--- config.mk ---
export PLATFORM = sky130hd
export DESIGN_NAME = lsu_core_flat
export DESIGN_NICKNAME = d
export VERILOG_FILES = /design/src/rtl/lsu_core_if.sv /design/src/rtl/lsu_core.sv /design/src/flat_wrapper.sv
export SDC_FILE = /design/constraint.sdc
export NUM_CORES = 1
export LEC_CHECK = 0
export CAP_MARGIN = 20
export CORE_MARGIN = 2
export CORE_UTILIZATION = 46
export DETAILED_ROUTE_END_ITERATION = 6
export GPL_ROUTABILITY_DRIVEN = 0
export PLACE_DENSITY = 0.86
export SLEW_MARGIN = 20
export SYNTH_ARGS = -nofsm -noshare
export SYNTH_HDL_FRONTEND = slang
export SYNTH_SLANG_ARGS = --single-unit
export TNS_END_PERCENT = 10
--- constraint.sdc ---
create_clock -name clock -period 6.85 [get_ports clock]
set_clock_uncertainty 0.15 [all_clocks]
set_input_delay 2.055 -clock clock [delete_from_list [all_inputs] [get_ports clock]]
set_output_delay 2.055 -clock clock [all_outputs]
set_load 0.005 [all_outputs]
--- src/rtl/lsu_core_if.sv ---
// Request-side (lsu_core_if) and memory-side (lsu_mem_if) signal bundles for lsu_core.
interface lsu_core_if;
    logic        reqValid;
    logic        reqReady;
    logic        is_store;
    logic [1:0]  size;
    logic        is_unsigned;
    logic [31:0] addr;
    logic [31:0] wdata;
    logic        respValid;
    logic [31:0] rdata;
    logic        err;

    modport master (
        output reqValid, is_store, size, is_unsigned, addr, wdata,
        input  reqReady, respValid, rdata, err
    );
    modport slave (
        input  reqValid, is_store, size, is_unsigned, addr, wdata,
        output reqReady, respValid, rdata, err
    );
endinterface

interface lsu_mem_if;
    logic        mem_reqValid;
    logic        mem_reqReady;
    logic        mem_wen;
    logic [31:0] mem_addr;
    logic [31:0] mem_wdata;
    logic [3:0]  mem_wstrb;
    logic        mem_respValid;
    logic [31:0] mem_rdata;
    logic        mem_respErr;

    modport master (
        output mem_reqValid, mem_wen, mem_addr, mem_wdata, mem_wstrb,
        input  mem_reqReady, mem_respValid, mem_rdata, mem_respErr
    );
    modport slave (
        input  mem_reqValid, mem_wen, mem_addr, mem_wdata, mem_wstrb,
        output mem_reqReady, mem_respValid, mem_rdata, mem_respErr
    );
endinterface

--- src/rtl/lsu_core.sv ---
// Single-outstanding load/store unit: byte/half/word lane steering and load extension.
// Define LSU_MISALIGN_CHECK_EN to fail misaligned or size=3 accesses locally with err=1.
module lsu_core (
    input  logic      clock,
    input  logic      reset,
    lsu_core_if.slave cpu,
    lsu_mem_if.master mem
);
    typedef enum logic [1:0] {LSU_IDLE, LSU_REQ, LSU_WAIT, LSU_RESP} lsu_state_e;

    lsu_state_e  state;
    lsu_state_e  state_next;

    logic [31:0] mem_addr_q;
    logic [31:0] mem_wdata_q;
    logic [3:0]  mem_wstrb_q;
    logic        mem_wen_q;
    logic [1:0]  lane_q;
    logic [1:0]  size_q;
    logic        unsigned_q;
    logic        store_q;
    logic [31:0] rdata_q;
    logic        err_q;

    logic        accept;
    logic        resp_take;
    logic        misaligned;
    logic [31:0] store_data;
    logic [3:0]  store_strb;
    logic [7:0]  byte_sel;
    logic [15:0] half_sel;
    logic [31:0] load_data;

    assign accept    = cpu.reqValid && (state == LSU_IDLE);
    assign resp_take = mem.mem_respValid && (state == LSU_WAIT);

`ifdef LSU_MISALIGN_CHECK_EN
    always_comb begin
        case (cpu.size)
            2'd1:    misaligned = cpu.addr[0];
            2'd2:    misaligned = |cpu.addr[1:0];
            2'd3:    misaligned = 1'b1;
            default: misaligned = 1'b0;
        endcase
    end
`else
    assign misaligned = 1'b0;
`endif

    // Replicate store data across the word so any enabled lane sees the right bytes.
    always_comb begin
        store_data = cpu.wdata;
        store_strb = 4'b1111;
        case (cpu.size)
            2'd0: begin
                store_data = {4{cpu.wdata[7:0]}};
                store_strb = 4'b0001 << cpu.addr[1:0];
            end
            2'd1: begin
                store_data = {2{cpu.wdata[15:0]}};
                store_strb = cpu.addr[1] ? 4'b1100 : 4'b0011;
            end
            default: ;
        endcase
        if (!cpu.is_store) store_strb = 4'b0000;
    end

    always_comb begin
        case (lane_q)
            2'd0:    byte_sel = mem.mem_rdata[7:0];
            2'd1:    byte_sel = mem.mem_rdata[15:8];
            2'd2:    byte_sel = mem.mem_rdata[23:16];
            default: byte_sel = mem.mem_rdata[31:24];
        endcase
        half_sel = lane_q[1] ? mem.mem_rdata[31:16] : mem.mem_rdata[15:0];
        case (size_q)
            2'd0:    load_data = {{24{byte_sel[7] & ~unsigned_q}}, byte_sel};
            2'd1:    load_data = {{16{half_sel[15] & ~unsigned_q}}, half_sel};
            default: load_data = mem.mem_rdata;
        endcase
    end

    always_ff @(posedge clock or posedge reset) begin
        if (reset) state <= LSU_IDLE;
        else       state <= state_next;
    end

    // NOTE: every signal written here gets a default first, so no path can infer a latch.
    always_comb begin
        state_next       = state;
        cpu.reqReady     = 1'b0;
        cpu.respValid    = 1'b0;
        cpu.err          = 1'b0;
        mem.mem_reqValid = 1'b0;
        case (state)
            LSU_IDLE: begin
                cpu.reqReady = 1'b1;
                if (accept) state_next = misaligned ? LSU_RESP : LSU_REQ;
            end
            LSU_REQ: begin
                mem.mem_reqValid = 1'b1;
                if (mem.mem_reqReady) state_next = LSU_WAIT;
            end
            LSU_WAIT: begin
                if (mem.mem_respValid) state_next = LSU_RESP;
            end
            LSU_RESP: begin
                cpu.respValid = 1'b1;
                cpu.err       = err_q;
                state_next    = LSU_IDLE;
            end
            default: state_next = LSU_IDLE;
        endcase
    end

    // NOTE: non-blocking assignments so every register samples pre-edge values.
    always_ff @(posedge clock or posedge reset) begin
        if (reset) begin
            mem_addr_q  <= '0;
            mem_wdata_q <= '0;
            mem_wstrb_q <= '0;
            mem_wen_q   <= 1'b0;
            lane_q      <= '0;
            size_q      <= '0;
            unsigned_q  <= 1'b0;
            store_q     <= 1'b0;
            rdata_q     <= '0;
            err_q       <= 1'b0;
        end else begin
            if (accept && !misaligned) begin
                mem_addr_q  <= {cpu.addr[31:2], 2'b00};
                mem_wdata_q <= store_data;
                mem_wstrb_q <= store_strb;
                mem_wen_q   <= cpu.is_store;
                lane_q      <= cpu.addr[1:0];
                size_q      <= cpu.size;
                unsigned_q  <= cpu.is_unsigned;
                store_q     <= cpu.is_store;
            end
            if (accept && misaligned) begin
                rdata_q <= '0;
                err_q   <= 1'b1;
            end
            if (resp_take) begin
                rdata_q <= store_q ? 32'h0 : load_data;
                err_q   <= mem.mem_respErr;
            end
        end
    end

    assign mem.mem_addr  = mem_addr_q;
    assign mem.mem_wdata = mem_wdata_q;
    assign mem.mem_wstrb = mem_wstrb_q;
    assign mem.mem_wen   = mem_wen_q;
    assign cpu.rdata     = rdata_q;
endmodule

--- src/flat_wrapper.sv ---
// flat-port wrapper written by rule: the top's interface ports become plain ports
module lsu_core_flat 
  (clock, reset, cpu_reqValid, cpu_is_store, cpu_size, cpu_is_unsigned, cpu_addr, cpu_wdata, cpu_reqReady, cpu_respValid, cpu_rdata, cpu_err, mem_mem_reqValid, mem_mem_wen, mem_mem_addr, mem_mem_wdata, mem_mem_wstrb, mem_mem_reqReady, mem_mem_respValid, mem_mem_rdata, mem_mem_respErr);
  lsu_core_if cpu_i ();
  lsu_mem_if mem_i ();
  input  logic clock;
  input  logic reset;
  input wire logic [$bits(cpu_i.reqValid)-1:0] cpu_reqValid;
  input wire logic [$bits(cpu_i.is_store)-1:0] cpu_is_store;
  input wire logic [$bits(cpu_i.size)-1:0] cpu_size;
  input wire logic [$bits(cpu_i.is_unsigned)-1:0] cpu_is_unsigned;
  input wire logic [$bits(cpu_i.addr)-1:0] cpu_addr;
  input wire logic [$bits(cpu_i.wdata)-1:0] cpu_wdata;
  output wire logic [$bits(cpu_i.reqReady)-1:0] cpu_reqReady;
  output wire logic [$bits(cpu_i.respValid)-1:0] cpu_respValid;
  output wire logic [$bits(cpu_i.rdata)-1:0] cpu_rdata;
  output wire logic [$bits(cpu_i.err)-1:0] cpu_err;
  output wire logic [$bits(mem_i.mem_reqValid)-1:0] mem_mem_reqValid;
  output wire logic [$bits(mem_i.mem_wen)-1:0] mem_mem_wen;
  output wire logic [$bits(mem_i.mem_addr)-1:0] mem_mem_addr;
  output wire logic [$bits(mem_i.mem_wdata)-1:0] mem_mem_wdata;
  output wire logic [$bits(mem_i.mem_wstrb)-1:0] mem_mem_wstrb;
  input wire logic [$bits(mem_i.mem_reqReady)-1:0] mem_mem_reqReady;
  input wire logic [$bits(mem_i.mem_respValid)-1:0] mem_mem_respValid;
  input wire logic [$bits(mem_i.mem_rdata)-1:0] mem_mem_rdata;
  input wire logic [$bits(mem_i.mem_respErr)-1:0] mem_mem_respErr;
  assign cpu_i.reqValid = cpu_reqValid;
  assign cpu_i.is_store = cpu_is_store;
  assign cpu_i.size = cpu_size;
  assign cpu_i.is_unsigned = cpu_is_unsigned;
  assign cpu_i.addr = cpu_addr;
  assign cpu_i.wdata = cpu_wdata;
  assign cpu_reqReady = cpu_i.reqReady;
  assign cpu_respValid = cpu_i.respValid;
  assign cpu_rdata = cpu_i.rdata;
  assign cpu_err = cpu_i.err;
  assign mem_mem_reqValid = mem_i.mem_reqValid;
  assign mem_mem_wen = mem_i.mem_wen;
  assign mem_mem_addr = mem_i.mem_addr;
  assign mem_mem_wdata = mem_i.mem_wdata;
  assign mem_mem_wstrb = mem_i.mem_wstrb;
  assign mem_i.mem_reqReady = mem_mem_reqReady;
  assign mem_i.mem_respValid = mem_mem_respValid;
  assign mem_i.mem_rdata = mem_mem_rdata;
  assign mem_i.mem_respErr = mem_mem_respErr;
  lsu_core u_core (.clock(clock), .reset(reset), .cpu(cpu_i), .mem(mem_i));
endmodule
# --- Word-level counts from Yosys, hierarchy flattened ---
# Cells that the tools add are included.
totals:
  elab_cells: 47
  rom_bits: 0
  register_bits: 107
  latchBits: 0
  ramBits: 0
  out_inout_bits: 105
  n_memories: 0
  in_bits: 106
classes:
  bitwise: 3
  addsub: 0
  shift: 1
  div: 0
  eq_ne: 10
  mux: 16
  order_cmp: 0
  n_reduce_logical: 7
  n_mul: 0
op_table:
  columns: ["cell", "count"]
  rows:
  - ["one-hot mux 32 bit (2 select lines)", 2]
  - ["2-to-1 mux 32 bit", 1]
  - ["one-hot mux 8 bit (3 select lines)", 1]
  - ["2-to-1 mux 16 bit", 1]
  - ["equality test 2 x 1 -> 1 bit (second input constant)", 4]
  - ["zero test 2 bit", 4]
  - ["2-to-1 mux 4 bit", 2]
  - ["one-hot mux 2 bit (4 select lines)", 1]
  - ["one-hot mux 4 bit (2 select lines)", 1]
  - ["equality test 2 bit (second input constant)", 3]
  - ["2-to-1 mux 2 bit", 3]
  - ["2-to-1 mux 1 bit", 4]
  - ["!= test 2 bit (second input constant)", 2]
  - ["left shift 1 x 2 -> 4 bit (first input constant)", 1]
  - ["AND reduction 3 bit", 1]
  - ["bitwise AND 1 bit", 2]
  - ["logical AND 1 bit", 2]
  - ["!= test 2 x 1 -> 1 bit (second input constant)", 1]
  - ["inverter 1 bit", 1]

# --- Longest topological paths before layout ---
# Gate-level depths: netlist of the first run.
depth:
  depth_word: 5
  depth_mapped: 8

# --- Worst setup path before layout of the first run ---
# OpenSTA, ideal clock, no wires.
synth_path:
  path_kind: "input to register"
  start: "input port cpu_reqValid"
  end: "register u_core.lane_q[0]"
  arrival_ns: 3.095
  stages: 4
  slack_ns: 3.480
  path_buffers: 2
  required_time_ns: 6.575
  cell_sequence: "nand2_1 clkbuf_1 clkbuf_1 mux2_2"
synth_via:
  elab_chain_len: 1
synth_rtl:
  columns: ["item", "line_no", "text"]
  rows:
  - ["from (decl)", "flat_wrapper.sv:8", "input wire logic [$bits(cpu_i.reqValid)-1:0] cpu_reqValid;"]
  - ["logical AND 1 bit", "lsu_core.sv:34", "assign accept = cpu.reqValid && (state == LSU_IDLE);"]
  - ["to (signal assigned)", "lsu_core.sv:135", "lane_q <= cpu.addr[1:0];"]
  - ["to (decl)", "lsu_core.sv:18", "logic [1:0] lane_q;"]
# Every way passes these cells.
# A chain may end at the register's enable or synchronous reset.

# --- Final worst setup path of the first run ---
layout_path:
  start: "input port mem_mem_respValid"
  end: "register u_core.rdata_q[19], in the netlist u_core.cpu.rdata[19]"
layout_via:
  elab_chain_len: 1
layout_rtl:
  columns: ["item", "line_no", "text"]
  rows:
  - ["from (decl)", "flat_wrapper.sv:24", "input wire logic [$bits(mem_i.mem_respValid)-1:0] mem_mem_respValid;"]
  - ["logical AND 1 bit", "lsu_core.sv:35", "assign resp_take = mem.mem_respValid && (state == LSU_WAIT);"]
  - ["to (signal assigned)", "lsu_core.sv:145", "rdata_q <= store_q ? 32'h0 : load_data;"]
  - ["to (decl)", "lsu_core.sv:22", "logic [31:0] rdata_q;"]
# Every way passes these cells.

==> summary.txt, run 1 <==
Outcome = completed
Wire per inst = 19.2 um
Top FF cell, synth = dfrtp_1
H-tree Lvls = 3
Post-route setup slack = 2.40 ns
Non-filler cells, final = 766
Pwr/cell area = 412 nW/um^2
Cts repair resizes = 0
Clock Sinks = 107
Yosys top cell area share = 53.9%
Required @ worst endpoint = 7.02 ns
Worst-Margin Slew = 0.899 ns
Peak supply drop = 0.257 mV
Asr flop ratio synth = 100%
Row count = 37
Gate Count Post-Synth = 435
Met2 GRT Util = 40.8%
Area delta synth->final = 48.0%
Highest-delay cell along the critical path = nor2_1
Nets = 735
Post-CTS Setup Inserts = 0
Hold_buf cts = 0
Vias = 4243
# port buffers = 208
Synth warn = 0
Vias in the first global route = 4454
Synth unique cells = 39
Layout Utilization = 70.6%
Fin crit period = 4.45 ns
FMAX = 0.225 GHz
CTS root buffer = clkbuf_8
Synth Register Bits = 107
Crit-path cells = clkdlybuf4s50_1, nand2_2, or2_1, nor2_1, a221o_2
Syn Std Cell Area = 4970 um^2
Die Wd = 108 um
Dpl hpwl = 11000 um
Final Setup Violations = 0
Critical path arrival = 4.61 ns
Tot GR Track Use = 25.7%
Die H = 108 um
Tightest Hold Check Type = reg2reg
Final slew viol count = 0
Avg Inst Size Synth = 11.4 um^2
Sequential-to-total area share from yosys stat = 53.9%
Global routing's busiest layer = met2
Leakage = 3.11 nW
EDFF count, synth = 0
Num CTS Buffers = 9
Max Buffers Root-to-Sink = 2
RSZ-0062 raised after global routing = no
# diodes = 0
Cell accounting for the most synthesized area = dfrtp_1
Crit path buffers/inverters = 1
Dpl cells = 749
Pre-CTS WS = 2.04 ns
Met3 GRT Util = 9.64%
Setup tns final = 0 ns
Core area = 10400 um^2
Worst path max stage delay = 0.72 ns
Drt pass-1 iters = 4
Share of cells above drive strength 1 = 13.3%
Total gr overflow = 0
GR Util met1 = 31.3%
Top cells by area, synth = dfrtp_1, mux2_2, mux2i_1, nand2_1, o21ai_0
Kind of cell adding the most delay to the critical path = simple AND/OR/NAND/NOR gates
Final period util = 64.9%
Iteration-0 DRC Markers = 258
Post-route ant nets = 0
Max-cap violations = 0
Drt drc = 0
Worst-Skew Late Latency = 0.37 ns
DR vias/cell = 5.54
Reg clk slew, reported paths = 0.10 ns
Hold slack = 0.337 ns
Crit Path Max Fanout = 43
Initial antenna violation count = 0
I/O pin cnt = 211
Wirelength, routed = 14700 um
CP Class = in2reg
Crit path capture type = register
CTS tree = yes
Slew margin rel. = 40.1%
First-pass GRT wire length = 22900 um
Initial Util = 47.7%
Filler Cells Inserted = 739
Final Hold Fails = 0
Die area = 11700 um^2
Setup crit start kind = input port
Largest net degree at the start of global routing = 102
==> final timing paths <==
check	from	endpoint	slack, ns	depth (start not counted)
max	mem_mem_respValid	u_core.cpu.rdata[19]$_DFFE_PP0P_	2.40	5
min	u_core.mem.mem_wdata[30]$_DFFE_PP0P_	u_core.mem.mem_wdata[30]$_DFFE_PP0P_	0.34	2
max reg2reg	u_core.state[0]$_DFFE_PP0P_	u_core.cpu.rdata[19]$_DFFE_PP0P_	3.82	6
min reg2reg	u_core.mem.mem_wdata[30]$_DFFE_PP0P_	u_core.mem.mem_wdata[30]$_DFFE_PP0P_	0.34	2
max in group asynchronous	reset	u_core.mem.mem_wstrb[2]$_DFFE_PP0P_	3.43	3
min in group asynchronous	reset	u_core.mem.mem_addr[4]$_DFFE_PP0P_	2.01	2
==> flip-flops by register name, indices dropped and copies added, names as in the netlist <==
signal                flops
u_core.cpu.rdata         32
u_core.state              2
u_core.lane_q             2
u_core.size_q             2
u_core.mem.mem_addr      30
u_core.err_q              1
u_core.unsigned_q         1
u_core.mem.mem_wdata     32
u_core.mem.mem_wstrb      4
u_core.mem.mem_wen        1
==> final cells by class <==
cell class                 instances  area, um^2  share of cell area [%]
clock inverter                     5        85.1                    1.16
multi-input combinational        285        2110                    28.7
tap                              136         170                    2.31
inverter                          11        43.8                   0.595
clock buffer                      11         141                    1.92
sequential                       107        2680                    36.4
timing repair buffer             211        2120                    28.9
==> power breakdown <==
part	internal, W	total (W)	switching (W)
combinational	0.000884	0.00142	0.000539
clock	0.000218	0.000438	0.000219
sequential	0.000932	0.00117	0.000238
total	0.00203	0.00303	0.000996
==> logic make-up (layout without fill, tap and decap cells) <==
kind of cell             after synthesis  after routing  share of synthesized area, %
multiplexers                          78             78                          17.0
AO/OA/AOI/OAI                        115            115                          16.7
AND/OR/NAND/NOR                       86             86                          7.45
other                                  1              2                        0.0755
adder cells (fa/ha/maj)                4              4                          1.01
buffers and inverters                 44            238                          3.85
flip-flops                           107            107                          53.9
==> per-stage QoR <==
step                cell area, um^2  power [W]
floorplan                      4970    0.00178
global placement               7100    0.00253
detailed placement             7100    0.00259
CTS                            7330    0.00304
global route                   7350    0.00322
finish                         7350    0.00303
==> cell usage after synthesis (4+ instances only) <==
cell type and n:
a21oi_1 13, o21ai_0 37, o31ai_1 8, a221o_2 10
dfrtp_1 107, a22oi_1 7, a221o_1 7, o31a_1 7
mux2_2 51, nand2_1 52, ha_1 4, nor3b_1 6
nor2_1 17, mux2i_1 27, a221oi_1 7, a211oi_1 8
clkbuf_1 24, inv_1 10
==> cell usage in the layout, fill, tap and decap left out, types with 3 or more instances in the layout <==
| cell type | n |
|---|---|
| a211oi_1 | 8 |
| a21oi_1 | 13 |
| a221o_1 | 7 |
| a221o_2 | 10 |
| a221oi_1 | 7 |
| a22oi_1 | 7 |
| clkbuf_8 | 10 |
| clkdlybuf4s50_1 | 208 |
| dfrtp_1 | 107 |
| ha_1 | 4 |
| inv_1 | 9 |
| mux2_2 | 51 |
| mux2i_1 | 27 |
| nand2_1 | 51 |
| nor2_1 | 17 |
| nor3b_1 | 6 |
| o21ai_0 | 37 |
| o31a_1 | 7 |
| o31ai_1 | 8 |
| or2_1 | 3 |
==> worst min-delay path: stages (launching register included) <==
cell,delay [ns]
dfrtp_1,0.35
nand2_1,0.05
o21ai_0,0.06
==> layer usage <==
layer / up-vias / routed length (um)
met3: 32 / 1530
met5: - / 0
met1: 2057 / 5620
li1: 1948 / -
met4: 0 / 484
met2: 206 / 7060
Power figures use the tool's default switching activity.
==> run 2, diff against run 1 <==
--- a/config.mk
+++ b/config.mk
@@ -7,10 +7,10 @@
 export LEC_CHECK = 0
 export CAP_MARGIN = 20
 export CORE_MARGIN = 2
-export CORE_UTILIZATION = 46
+export CORE_UTILIZATION = 39
 export DETAILED_ROUTE_END_ITERATION = 6
 export GPL_ROUTABILITY_DRIVEN = 0
-export PLACE_DENSITY = 0.86
+export PLACE_DENSITY = 0.77
 export SLEW_MARGIN = 20
 export SYNTH_ARGS = -nofsm -noshare
 export SYNTH_HDL_FRONTEND = slang
==> constraint.sdc (replaced) <==
create_clock -name clock -period 3.8 [get_ports clock]
set_clock_uncertainty 0.15 [all_clocks]
set_input_delay 1.14 -clock clock [delete_from_list [all_inputs] [get_ports clock]]
set_output_delay 1.14 -clock clock [all_outputs]
set_load 0.005 [all_outputs]
==> summary.txt, run 2 (same netlist as run 1, synthesis figures left out) <==
I/O pin cnt = 211
Final slew viol count = 0
Leakage = 3.17 nW
Worst-Skew Late Latency = 0.34 ns
Hold Crit Start = u_core.mem.mem_wstrb[0]$_DFFE_PP0P_
Reg clk slew, reported paths = 0.07 ns
Stages on worst setup path = 5
Setup crit start kind = input port
Worst R2R End = u_core.cpu.rdata[21]$_DFFE_PP0P_
Row count = 41
Tightest Hold Check Type = reg2reg
Max Buffers Root-to-Sink = 2
CTS root buffer = clkbuf_16
RR Startpoint = u_core.size_q[1]$_DFFE_PP0P_
Hold slack = 0.334 ns
Core area = 12500 um^2
Slew margin rel. = 26.1%
Pwr/cell area = 743 nW/um^2
Placed Area = 7230 um^2
Crit path capture type = register
Crit-path cells = clkdlybuf4s50_1, nand2_2, or2_1, nor2_1, a221o_2
Fin crit period = 3.19 ns
Post-CTS Setup Inserts = 0
Setup tns final = 0 ns
Highest-delay cell along the critical path = nor2_1
Outcome = completed
Wire per inst = 17.7 um
Power, Total = 0.00559 W
Iteration-0 DRC Markers = 264
Tot GR Track Use = 21.0%
Layout Utilization = 60.1%
Worst path max stage delay = 0.88 ns
Reg2Reg Setup Slack = 0.80 ns
Peak supply drop = 0.409 mV
# diodes = 0
Area delta synth->final = 51.5%
Dpl hpwl = 10700 um
Design Area, Final = 7530 um^2
First-pass GRT wire length = 22400 um
Commonest non-fill, non-tap cells in the layout = clkdlybuf4s50_1, dfrtp_1, mux2_2, nand2_1, o21ai_0
Final Setup Violations = 0
Total gr overflow = 0
Die H = 117 um
Worst-Margin Slew = 1.10 ns
Final Hold Fails = 0
Post-route ant nets = 0
Drt drc = 0
Vias in the first global route = 4502
# port buffers = 208
Commonest non-fill, non-tap cell in the layout = clkdlybuf4s50_1
Crit path buffers/inverters = 1
Hold_buf cts = 0
Worst Hold Depth = 1
Wirelength, routed = 14300 um
Share of cells above drive strength 1 = 14.1%
Initial antenna violation count = 0
CP Class = in2reg
Required @ worst endpoint = 3.93 ns
Largest net degree at the start of global routing = 51
H-tree Lvls = 3
Reg2reg path depth = 3
Cts repair resizes = 0
Clock Sinks = 107
CTS tree = yes
Hold EP = u_core.mem.mem_wstrb[0]$_DFFE_PP0P_
Die Wd = 117 um
Final period util = 84.0%
FMAX = 0.313 GHz
Drt pass-1 iters = 4
Num CTS Buffers = 9
Max-cap violations = 0
RSZ-0062 raised after global routing = no
Crit Path Max Fanout = 16
Initial Util = 39.7%
Nets = 742
Vias = 4286
Die area = 13700 um^2
Critical path arrival = 3.32 ns
DR vias/cell = 5.30
Kind of cell adding the most delay to the critical path = simple AND/OR/NAND/NOR gates
-- run 2: changes by cell type in the layout (fill, tap and decap cells not counted), sizes merged --
cell,change
inv,-2
bufinv,-1
clkinvlp,+2
buf,+7
clkbuf,+1
-- run 2: through the flow --
| stage | instances | setup slack [ns] |
|---|---|---|
| floorplan | 436 | 1.22 |
| global placement | 793 | 0.417 |
| detailed placement | 793 | 0.288 |
| CTS | 809 | 0.643 |
| global route | 809 | 0.528 |
| finish | 809 | 0.608 |
-- run 2: final cells by class --
cell class,count,area (um^2)
Sequential cell,107,2680
Timing Repair Buffer,218,2180
Fill cell,1048,4990
Clock buffer,12,246
Clock inverter,4,50.0
Tap cell,172,215
Multi-Input combinational cell,285,2110
Inverter,11,45.0
-- run 2: routing by layer --
metal  global-route usage (%)  vias to the layer above  part of all wire [%]
met2                     34.8                      232                    48
met3                     8.03                       29                    11
met1                     24.7                     2057                    39
met4                     8.71                        0                   2.3
li1                         -                     1968                     -
met5                        0                        -                     0
-- run 2: report_power, final --
part           internal [W]  total, W  switching, W
Combinational       0.00160   0.00254      0.000938
Sequential          0.00168   0.00212      0.000433
Clock              0.000529  0.000936      0.000407
Total               0.00381   0.00559       0.00178
-- run 2: worst max path at each step --
| stage | start | to | slack, ns |
|---|---|---|---|
| CTS | mem_mem_respValid | u_core.cpu.rdata[21]$_DFFE_PP0P_ | 0.64 |
| global placement | mem_mem_respValid | u_core.cpu.rdata[16]$_DFFE_PP0P_ | 0.42 |
| floorplan | reset | u_core.cpu.rdata[0]$_DFFE_PP0P_ | 1.22 |
| finish | mem_mem_respValid | u_core.cpu.rdata[21]$_DFFE_PP0P_ | 0.61 |
| detailed placement | mem_mem_respValid | u_core.cpu.rdata[21]$_DFFE_PP0P_ | 0.29 |
| global route | mem_mem_respValid | u_core.cpu.rdata[25]$_DFFE_PP0P_ | 0.53 |
